<file path="src/rtl/vga_mon_pkg.sv">
// Shared definitions for the VGA receive-side frame monitor: nominal
// 640x480 timing, FSM states, err_flags bit positions and CRC constants.
package vga_mon_pkg;

  localparam int unsigned H_TOTAL  = 800;
  localparam int unsigned H_ACTIVE = 640;
  localparam int unsigned V_TOTAL  = 525;
  localparam int unsigned V_ACTIVE = 480;

  localparam int unsigned CNT_W = 10;
  localparam logic [CNT_W-1:0] CNT_MAX = '1;

  typedef enum logic [1:0] {
    ST_UNLOCKED = 2'd0,
    ST_SYNCING  = 2'd1,
    ST_LOCKED   = 2'd2
  } mon_state_e;

  localparam int unsigned ERR_W        = 4;
  localparam int unsigned ERR_H_ACTIVE = 0;
  localparam int unsigned ERR_V_ACTIVE = 1;
  localparam int unsigned ERR_LINE_LEN = 2;
  localparam int unsigned ERR_SATURATE = 3;

  localparam logic [15:0] CRC_POLY = 16'h1021;
  localparam logic [15:0] CRC_INIT = 16'hFFFF;

  // Increment that sticks at the all-ones value.
  function automatic logic [CNT_W-1:0] sat_inc(input logic [CNT_W-1:0] v);
    return (v == CNT_MAX) ? v : v + 1'b1;
  endfunction

endpackage

</file>
<file path="src/rtl/crc16_ccitt_byte.sv">
// One-byte CRC-16-CCITT update (poly 0x1021, MSB first), purely combinational.
//   crc_i  : current CRC
//   data_i : byte to absorb, bit 7 first
//   crc_o  : CRC after the byte
module crc16_ccitt_byte
  import vga_mon_pkg::*;
(
  input  logic [15:0] crc_i,
  input  logic [7:0]  data_i,
  output logic [15:0] crc_o
);

  always_comb begin
    crc_o = crc_i;
    for (int i = 7; i >= 0; i--) begin
      if (crc_o[15] ^ data_i[i]) crc_o = {crc_o[14:0], 1'b0} ^ CRC_POLY;
      else                       crc_o = {crc_o[14:0], 1'b0};
    end
  end

endmodule

</file>
<file path="src/rtl/vga_frame_monitor.sv">
// Receive-side VGA monitor: rebuilds pixel coordinates from sync/active,
// measures line/frame timing, CRCs the active pixels of each frame and
// tracks lock to the expected mode.
//   clk, rst                  : pixel clock, async active-high reset
//   vga_hs/vs/r/g/b/active    : sampled video stream
//   pix_valid, rx_x, rx_y     : registered pixel qualifier and coordinates
//   probe_x/y -> probe_rgb/valid : single-pixel capture
//   frame_done, meas_*, frame_crc, err_flags : per-frame results
//   locked                    : FSM in LOCKED
module vga_frame_monitor
  import vga_mon_pkg::*;
#(
  parameter int unsigned EXP_H_ACTIVE    = H_ACTIVE,
  parameter int unsigned EXP_V_ACTIVE    = V_ACTIVE,
  parameter bit          SYNC_ACTIVE_LOW = 1'b1,
  parameter int unsigned LOCK_FRAMES     = 2,
  parameter int unsigned TIMEOUT         = 1048576
) (
  input  logic             clk,
  input  logic             rst,
  input  logic             vga_hs,
  input  logic             vga_vs,
  input  logic [2:0]       vga_r,
  input  logic [2:0]       vga_g,
  input  logic [1:0]       vga_b,
  input  logic             vga_active,
  output logic             pix_valid,
  output logic [CNT_W-1:0] rx_x,
  output logic [CNT_W-1:0] rx_y,
  input  logic [CNT_W-1:0] probe_x,
  input  logic [CNT_W-1:0] probe_y,
  output logic [7:0]       probe_rgb,
  output logic             probe_valid,
  output logic             frame_done,
  output logic [CNT_W-1:0] meas_h_total,
  output logic [CNT_W-1:0] meas_h_active,
  output logic [CNT_W-1:0] meas_v_total,
  output logic [CNT_W-1:0] meas_v_active,
  output logic [15:0]      frame_crc,
  output logic [ERR_W-1:0] err_flags,
  output logic             locked
);

  localparam int unsigned TMO_W  = $clog2(TIMEOUT + 1);
  localparam int unsigned GOOD_W = $clog2(LOCK_FRAMES + 1);

  logic hs_prev_q, vs_prev_q;
  logic [CNT_W-1:0] x_q, x_d, y_q, y_d, h_cnt_q, h_cnt_d, h_last_q, h_last_d;
  logic [CNT_W-1:0] v_cnt_q, v_cnt_d, href_q, href_d;
  logic href_set_q, href_set_d, incons_q, incons_d, sat_q, sat_d;
  logic [15:0] crc_q, crc_d, crc_base_c, crc_next_c;
  logic [TMO_W-1:0] tmo_q, tmo_d;
  logic [GOOD_W-1:0] good_q, good_d;
  mon_state_e state_q, state_d;

  logic pix_valid_q, pix_valid_d, probe_valid_q, probe_valid_d;
  logic frame_done_q, frame_done_d, locked_q, locked_d;
  logic [CNT_W-1:0] rx_x_q, rx_x_d, rx_y_q, rx_y_d;
  logic [CNT_W-1:0] mh_tot_q, mh_tot_d, mh_act_q, mh_act_d;
  logic [CNT_W-1:0] mv_tot_q, mv_tot_d, mv_act_q, mv_act_d;
  logic [7:0] probe_rgb_q, probe_rgb_d;
  logic [15:0] fcrc_q, fcrc_d;
  logic [ERR_W-1:0] err_q, err_d, err_c;

  logic hs_asrt_c, vs_asrt_c, hs_edge_c, vs_edge_c, frame_end_c, tmo_hit_c;
  logic [7:0] pix_c;

  assign hs_asrt_c   = SYNC_ACTIVE_LOW ? ~vga_hs : vga_hs;
  assign vs_asrt_c   = SYNC_ACTIVE_LOW ? ~vga_vs : vga_vs;
  assign hs_edge_c   = hs_asrt_c & ~hs_prev_q;
  assign vs_edge_c   = vs_asrt_c & ~vs_prev_q;
  assign frame_end_c = vs_edge_c & (state_q != ST_UNLOCKED);
  assign tmo_hit_c   = ~vs_edge_c & (tmo_q == TMO_W'(TIMEOUT - 1));
  assign pix_c       = {vga_r, vga_g, vga_b};
  // A sample coinciding with a vsync edge starts the new frame's CRC.
  assign crc_base_c  = vs_edge_c ? CRC_INIT : crc_q;

  crc16_ccitt_byte u_crc (
    .crc_i  (crc_base_c),
    .data_i (pix_c),
    .crc_o  (crc_next_c)
  );

  // Datapath: close the line, then the frame, then absorb this cycle's sample.
  always_comb begin
    x_d = x_q; y_d = y_q; v_cnt_d = v_cnt_q; h_last_d = h_last_q;
    href_d = href_q; href_set_d = href_set_q; incons_d = incons_q; sat_d = sat_q;
    crc_d = crc_base_c;
    pix_valid_d = vga_active; rx_x_d = rx_x_q; rx_y_d = rx_y_q;
    probe_valid_d = 1'b0; probe_rgb_d = probe_rgb_q;
    frame_done_d = frame_end_c;
    mh_tot_d = mh_tot_q; mh_act_d = mh_act_q; mv_tot_d = mv_tot_q; mv_act_d = mv_act_q;
    fcrc_d = fcrc_q; err_d = err_q;
    h_cnt_d = sat_inc(h_cnt_q);
    if (h_cnt_q == CNT_MAX) sat_d = 1'b1;

    // x_q is nonzero exactly when the line held an active pixel.
    if (hs_edge_c) begin
      h_last_d = h_cnt_q;
      h_cnt_d  = CNT_W'(1);
      x_d      = '0;
      v_cnt_d  = sat_inc(v_cnt_q);
      if (v_cnt_q == CNT_MAX) sat_d = 1'b1;
      if (x_q != '0) begin
        y_d = sat_inc(y_q);
        if (y_q == CNT_MAX) sat_d = 1'b1;
        if (!href_set_q) begin
          href_d     = x_q;
          href_set_d = 1'b1;
        end else if (x_q != href_q) begin
          incons_d = 1'b1;
        end
      end
    end

    err_c = '0;
    err_c[ERR_H_ACTIVE] = (href_d != CNT_W'(EXP_H_ACTIVE));
    err_c[ERR_V_ACTIVE] = (y_d != CNT_W'(EXP_V_ACTIVE));
    err_c[ERR_LINE_LEN] = incons_d;
    err_c[ERR_SATURATE] = sat_d;

    if (frame_end_c) begin
      mh_tot_d = h_last_d;
      mh_act_d = href_d;
      mv_tot_d = v_cnt_d;
      mv_act_d = y_d;
      fcrc_d   = crc_q;
      err_d    = err_c;
    end
    if (vs_edge_c) begin
      y_d = '0; v_cnt_d = '0; href_d = '0; href_set_d = 1'b0;
      incons_d = 1'b0; sat_d = 1'b0;
    end

    if (vga_active) begin
      rx_x_d = x_d;
      rx_y_d = y_d;
      crc_d  = crc_next_c;
      if (x_d == CNT_MAX) sat_d = 1'b1;
      if (x_d == probe_x && y_d == probe_y) begin
        probe_valid_d = 1'b1;
        probe_rgb_d   = pix_c;
      end
      x_d = sat_inc(x_d);
    end
  end

  // Lock FSM next state; timeout overrides everything.
  always_comb begin
    state_d = state_q;
    good_d  = good_q;
    tmo_d   = vs_edge_c ? '0 : ((tmo_q == TMO_W'(TIMEOUT)) ? tmo_q : tmo_q + 1'b1);
    case (state_q)
      ST_UNLOCKED: begin
        if (vs_edge_c) begin
          state_d = ST_SYNCING;
          good_d  = '0;
        end
      end
      ST_SYNCING: begin
        if (frame_end_c) begin
          if (err_c != '0) begin
            good_d = '0;
          end else if (32'(good_q) + 32'd1 >= LOCK_FRAMES) begin
            state_d = ST_LOCKED;
            good_d  = '0;
          end else begin
            good_d = good_q + 1'b1;
          end
        end
      end
      ST_LOCKED: begin
        if (frame_end_c && err_c != '0) begin
          state_d = ST_SYNCING;
          good_d  = '0;
        end
      end
      default: state_d = ST_UNLOCKED;
    endcase
    if (tmo_hit_c) begin
      state_d = ST_UNLOCKED;
      good_d  = '0;
    end
    locked_d = (state_d == ST_LOCKED);
  end

  always_ff @(posedge clk or posedge rst) begin
    if (rst) begin
      hs_prev_q <= 1'b0; vs_prev_q <= 1'b0;
      x_q <= '0; y_q <= '0; h_cnt_q <= '0; h_last_q <= '0; v_cnt_q <= '0;
      href_q <= '0; href_set_q <= 1'b0; incons_q <= 1'b0; sat_q <= 1'b0;
      crc_q <= CRC_INIT; tmo_q <= '0; good_q <= '0; state_q <= ST_UNLOCKED;
      pix_valid_q <= 1'b0; rx_x_q <= '0; rx_y_q <= '0;
      probe_valid_q <= 1'b0; probe_rgb_q <= '0; frame_done_q <= 1'b0;
      mh_tot_q <= '0; mh_act_q <= '0; mv_tot_q <= '0; mv_act_q <= '0;
      fcrc_q <= '0; err_q <= '0; locked_q <= 1'b0;
    end else begin
      hs_prev_q <= hs_asrt_c; vs_prev_q <= vs_asrt_c;
      x_q <= x_d; y_q <= y_d; h_cnt_q <= h_cnt_d; h_last_q <= h_last_d; v_cnt_q <= v_cnt_d;
      href_q <= href_d; href_set_q <= href_set_d; incons_q <= incons_d; sat_q <= sat_d;
      crc_q <= crc_d; tmo_q <= tmo_d; good_q <= good_d; state_q <= state_d;
      pix_valid_q <= pix_valid_d; rx_x_q <= rx_x_d; rx_y_q <= rx_y_d;
      probe_valid_q <= probe_valid_d; probe_rgb_q <= probe_rgb_d; frame_done_q <= frame_done_d;
      mh_tot_q <= mh_tot_d; mh_act_q <= mh_act_d; mv_tot_q <= mv_tot_d; mv_act_q <= mv_act_d;
      fcrc_q <= fcrc_d; err_q <= err_d; locked_q <= locked_d;
    end
  end

  assign pix_valid     = pix_valid_q;
  assign rx_x          = rx_x_q;
  assign rx_y          = rx_y_q;
  assign probe_rgb     = probe_rgb_q;
  assign probe_valid   = probe_valid_q;
  assign frame_done    = frame_done_q;
  assign meas_h_total  = mh_tot_q;
  assign meas_h_active = mh_act_q;
  assign meas_v_total  = mv_tot_q;
  assign meas_v_active = mv_act_q;
  assign frame_crc     = fcrc_q;
  assign err_flags     = err_q;
  assign locked        = locked_q;

endmodule

</file>
<file path="config.mk">
export PLATFORM = sky130hd
export DESIGN_NAME = vga_frame_monitor
export DESIGN_NICKNAME = d
export VERILOG_FILES = /design/src/rtl/vga_mon_pkg.sv /design/src/rtl/crc16_ccitt_byte.sv /design/src/rtl/vga_frame_monitor.sv
export SDC_FILE = /design/constraint.sdc
export NUM_CORES = 1
export LEC_CHECK = 0
export ABC_AREA = 0
export BUFFER_PORTS_ARGS = -buffer_cell sky130_fd_sc_hd__buf_2
export CAP_MARGIN = 20
export CORE_MARGIN = 8
export CORE_UTILIZATION = 54
export DETAILED_ROUTE_END_ITERATION = 16
export PLACE_DENSITY_LB_ADDON = 0.1
export SETUP_SLACK_MARGIN = 0.4
export SKIP_LAST_GASP = 1
export SYNTH_ARGS = -nofsm -noshare
export SYNTH_HDL_FRONTEND = slang
export SYNTH_SLANG_ARGS = --single-unit
</file>
<file path="constraint.sdc">
create_clock -name clk -period 6.6 [get_ports clk]
set_input_delay 0.66 -clock clk [delete_from_list [all_inputs] [get_ports clk]]
set_output_delay 0.66 -clock clk [all_outputs]
set_load 0.02 [all_outputs]
</file>
# Word-level counts from Yosys, hierarchy flattened
# Index checks and enable logic that the tools add are counted.
# totals
reg_bits	198
in_bits	33
output_inout_bits	92
word_cells	153
# classes
add_sub_neg	7
order_cmp	1
eq_ne	19
muxes	61
bitwise_logic	25
reduce_logical	12
# op_table
cell	count
$mux W10	17
$mux W13	8
$mux W21	2
$add A10 B1 Y10 const B	4
$eq A10 B10 Y1 const B	4
$mux W16	2
$mux W2	12
$not A3 Y3	8
$add A21 B1 Y21 const B	1
$eq A21 B20 Y1 const B	1
$eq A21 B21 Y1 const B	1
$eq A10 B10 Y1	2
$mux W1	18
$pmux W2 S3	2
$ne A10 B10 Y1	1
$ne A10 B10 Y1 const B	1
$ne A10 B9 Y1 const B	1
$reduce_bool A10 Y1	1
$ne A3 B3 Y1 const B	3
$reduce_bool A4 Y1	2
$xor A1 B1 Y1	8
$reduce_bool A2 Y1	3
$not A1 Y1	5
$and A1 B1 Y1	4
other kinds (10)	14

# Logic depth before layout (Yosys ltp)
# logic_depth
ltp_word	20
depth_mapped	10
depth_no_buf	9

# By module
# A second synthesis with hierarchy kept.
# unflattened
cells_unflattened	967
area_unflattened_um2	9618.0
# by_module_without_submodules
mod	n_inst	cells_each	area_each_um2
vga_frame_monitor	1	942	9230.1
crc16_ccitt_byte	1	25	387.9

# Worst setup path after synthesis
# OpenSTA, ideal clock, no wires.
# synth_timing
kind	input-to-reg
startpoint	in vga_hs
endpoint	reg probe_rgb_q[0] (netlist: probe_rgb[0])
t_arrival_ns	3.094
t_required_ns	6.475
setup_slack_ns	3.381
path_stages	8
cell_sequence	or2_1 > a31o_2 > nor2_1 > mux2i_1 > mux2i_1 > or4bb_1 > nor4_4 > mux2_2
# synth_via
elab_chain_cells	7
# synth_rtl
item	line	source
from (decl)	vga_frame_monitor.sv:21	input logic vga_hs,
$not A1 Y1 *	vga_frame_monitor.sv:68	assign hs_asrt_c = SYNC_ACTIVE_LOW ? ~vga_hs : vga_hs;
$and A1 B1 Y1 *	vga_frame_monitor.sv:70	assign hs_edge_c = hs_asrt_c & ~hs_prev_q;
$mux W10	vga_frame_monitor.sv:98	if (hs_edge_c) begin
$mux W10	vga_frame_monitor.sv:130	if (vs_edge_c) begin
$eq A10 B10 Y1	vga_frame_monitor.sv:140	if (x_d == probe_x && y_d == probe_y) begin
$logic_and A1 B1 Y1 *	vga_frame_monitor.sv:140	
$reduce_and A2 Y1 (no source line) *	-	
to (signal assigned)	vga_frame_monitor.sv:203	probe_valid_q <= probe_valid_d; probe_rgb_q <= probe_rgb_d; frame_done_q <= frame_done_d;
to (decl)	vga_frame_monitor.sv:61	logic [7:0] probe_rgb_q, probe_rgb_d;
# Mark *: on every way between the ends. The rest lies on a longest branch, timed or not.
# A chain may end at the register's enable or synchronous reset.

# Worst setup path in the final report
# layout_timing
startpoint	reg hs_prev_q
endpoint	reg probe_rgb_q[4] (netlist: probe_rgb[4])
# layout_via
elab_chain_cells	7
# layout_rtl
item	line	source
from (decl)	vga_frame_monitor.sv:47	logic hs_prev_q, vs_prev_q;
from (signal assigned)	vga_frame_monitor.sv:198	hs_prev_q <= hs_asrt_c; vs_prev_q <= vs_asrt_c;
$not A1 Y1 *	vga_frame_monitor.sv:70	
$and A1 B1 Y1 *	vga_frame_monitor.sv:70	
$mux W10	vga_frame_monitor.sv:98	
$mux W10	vga_frame_monitor.sv:130	
$eq A10 B10 Y1	vga_frame_monitor.sv:140	
$logic_and A1 B1 Y1 *	vga_frame_monitor.sv:140	
$reduce_and A2 Y1 (no source line) *	-	
# Marks and branches as above.

==> results.md <==
- Upper clock frequency limit: 0.257 GHz
- Layout cells sized above 1: 0.198
- CTS Buffer Depth: 2
- Post-synth EDFFs: 0
- Final max-slew violation count: 0
- Drt total wl: 22,500 um
- Max FO, Critical Path: 39
- Vias in the first global route: 7,273
- Status: finished clean
- Unrepaired setup endpoints after global routing: false
- Max VDD drop: 0.000240 V
- Internal power: 2.42 mW
- Clk pin slew, worst setup/hold paths: 0.07 ns
- # diodes: 0
- TNS Setup: 0 ns
- Tcrit/Tclk final: 0.589
- Most frequent cells in the layout: nand2_1, dfrtp_1, buf_2, nor2_1, o21ai_0
- Crit path max-delay family: compound AO/OA/AOI/OAI gates
- P per Cell Area: 322 mW/mm2
- Synth top area share: 0.480
- # IOs: 125
- CP max-delay cell: a31oi_1
- Worst slew pin tran: 1.01 ns
- Worst setup EP type: flop
- Initial core utilization: 0.551
- Async SR Flop Fraction: 1.00
- Top cells by area, synth: dfrtp_1, nand2_1, dfstp_2
- CTS tree: yes
- Synthesis-stage register bit count: 198
- Clock Sinks: 198
- Post-Syn Nets: 1,042
- Clock power share: 0.326
- Gate Count Post-Synth: 1,001
- Reg power frac: 0.454
- Core area: 0.0172 mm2
- Most common cell after layout, fill and taps aside: nand2_1
- CP required: 6.91 ns
- Die width: 149 um
- Comb pwr share: 0.219
- Finish-stage setup viols: 0
- Sw Share: 0.314
- Grt total ovfl: 0
- Net count, final: 1,144
- Via count: 7,433
- Leak: 5.31 nW
- Wire length per cell: 16.8 um
- Post-CTS Setup Repair Bufs: 0
- Die footprint: 0.0221 mm2
- # DRC: 0
- Post-Syn Area: 0.00950 mm2
- CP bufs+invs: 1
- Synth-to-layout area growth: 15.3%
- DR iter-0 viols: 459
- Hold Slack: 0.376 ns
- Gp weighted congestion: 0.880
- CTS resizes: 0
- Leading area contributor after synthesis: dfrtp_1
- Critical path, cell by cell: or2_1 > buf_4 > a31oi_1 > a21oi_1 > a31o_2 > o21ai_1 > or4bb_1 > nor4_4 > mux2_2
- Pin count of the biggest net entering global routing: 127
- Antenna Nets Post-Route: 0
- Die Ht: 149 um
- P_sw: 1.11 mW
- Worst-skew pair later-pin latency: 0.43 ns
- Hold-fix buffers at CTS: 0
- CTS Buf Count: 17
- Final Critical Period: 3.89 ns
- Synth Warn #: 0
- HPWL after detailed placement: 15,400 um
- Post-Syn Area per Cell: 9.49 um2
- Fill count: 1,465
- Max-slew headroom: 0.325
- Initial antenna violation count: 1
- Root buffer cell: clkbuf_16
- Synth unique cells: 65
- Seq/Total Area, Yosys: 0.524
- Hold Crit Class: in -> async
- Worst Path Arrival: 4.20 ns
- Ys flop type: dfrtp_1
- Tot GR Track Use: 0.208
- Final Hold Vio Count: 0
- Via density: 5.54
- Critical path class: reg -> reg
- CTS H-tree lvls: 4
- First-pass GRT wire length: 37,100 um
- Pre-Repair DR Iteration Count: 5
- Row count: 48
- IO Port Bufs: 124
- Setup crit start kind: flop
- Total of max-cap violations: 0
- Clock Skew: 0.0131 ns
- Slowest stage delay, CP: 0.79 ns
per-layer routing:
layer  wire length (um)  GRT usage  part of all wire
met1              10500      0.286              0.47
met2              10300      0.320              0.46
met3               1220     0.0486             0.054
met4                363     0.0653             0.016
met5                  8          0           0.00036
path summary, 6_finish.rpt:
check / startpoint / end / slack, ns / depth (start not counted)
worst max-delay path: hs_prev_q / probe_rgb[4] / 2.71 / 9
worst min-delay path: rst / tmo_q[2] / 0.38 / 2
worst max register to register: hs_prev_q / probe_rgb[4] / 2.71 / 9
worst min register to register: frame_crc[6] / frame_crc[6] / 0.47 / 2
max in group asynchronous: rst / y_q[0] / 4.79 / 3
min in group clk: vga_vs / vs_prev_q / 0.43 / 2
registers in the layout (all words and copies together), names as in the netlist, 2 cells and up:
signal	count
meas_v_active	10
rx_x	10
y_q	10
v_cnt_q	10
tmo_q	21
meas_v_total	10
rx_y	10
href_q	10
err_flags	4
h_cnt_q	10
meas_h_active	10
state_q	2
x_q	10
frame_crc	16
good_q	2
h_last_q	10
meas_h_total	10
crc_q	16
probe_rgb	8
power groups by stage:
stage / clock network, mW / logic (mW) / registers (mW)
floorplan: 0 / 0.502 / 1.66
global placement: 0 / 0.767 / 1.62
detailed placement: 0 / 0.776 / 1.62
CTS: 1.17 / 0.783 / 1.60
global route: 1.22 / 0.870 / 1.63
finish: 1.15 / 0.774 / 1.60
through the flow:
stage | instance area, um2 | instances | power (mW) | utilization | worst slack (ns)
4_1_cts | 10900 | 1340 | 3.56 | 0.634 | 2.68
5_1_grt | 11000 | 1341 | 3.71 | 0.635 | 2.37
2_1_floorplan | 9500 | 1001 | 2.16 | - | 0.569
6_report | 11000 | 1341 | 3.53 | 0.635 | 2.71
3_3_place_gp | 10300 | 1308 | 2.38 | 0.596 | 2.36
3_5_place_dp | 10300 | 1308 | 2.40 | 0.596 | 2.27
logic make-up (layout without fill, tap and decap cells):
| family | after synthesis | count (layout) | synth area share |
|---|---|---|---|
| buf+inv | 85 | 200 | 0.0353 |
| xor+xnor | 77 | 77 | 0.0710 |
| fa+ha+maj | 8 | 8 | 0.0105 |
| flops | 198 | 198 | 0.524 |
| mux | 43 | 43 | 0.0487 |
| simple gates | 451 | 451 | 0.223 |
| compound gates | 139 | 139 | 0.0876 |
cell usage after synthesis (all sizes together) (2+ instances only):
library cell    n
a21oi          27
a222oi          2
a2bb2oi         2
a31o            2
a31oi           9
and2            3
and3           13
and4            6
buf            22
clkbuf         27
dfrtp         182
dfstp          16
ha              8
inv            35
mux2           26
mux2i          17
nand2         191
nand2b          5
nand3          33
nand3b          3
nand4          20
nand4b          3
nor2          110
nor2b           3
nor3           22
nor4           12
nor4b           4
o211a           3
o211ai          2
o21a            3
o21ai          66
o22ai           4
o311ai          2
o31ai           6
o32a            2
or2             3
or3            11
or4             4
xnor2          39
xor2           38
layout make-up:
| class | instances | area, um2 | area share |
|---|---|---|---|
| multi-input combinational | 718 | 4210 | 0.384 |
| clock inverter | 13 | 215 | 0.0196 |
| timing repair buffer | 132 | 701 | 0.0640 |
| clock buffer | 19 | 433 | 0.0395 |
| tap | 225 | 282 | 0.0257 |
| inverter | 36 | 143 | 0.0130 |
| sequential | 198 | 4970 | 0.454 |
(Power assumes the default switching activity.)
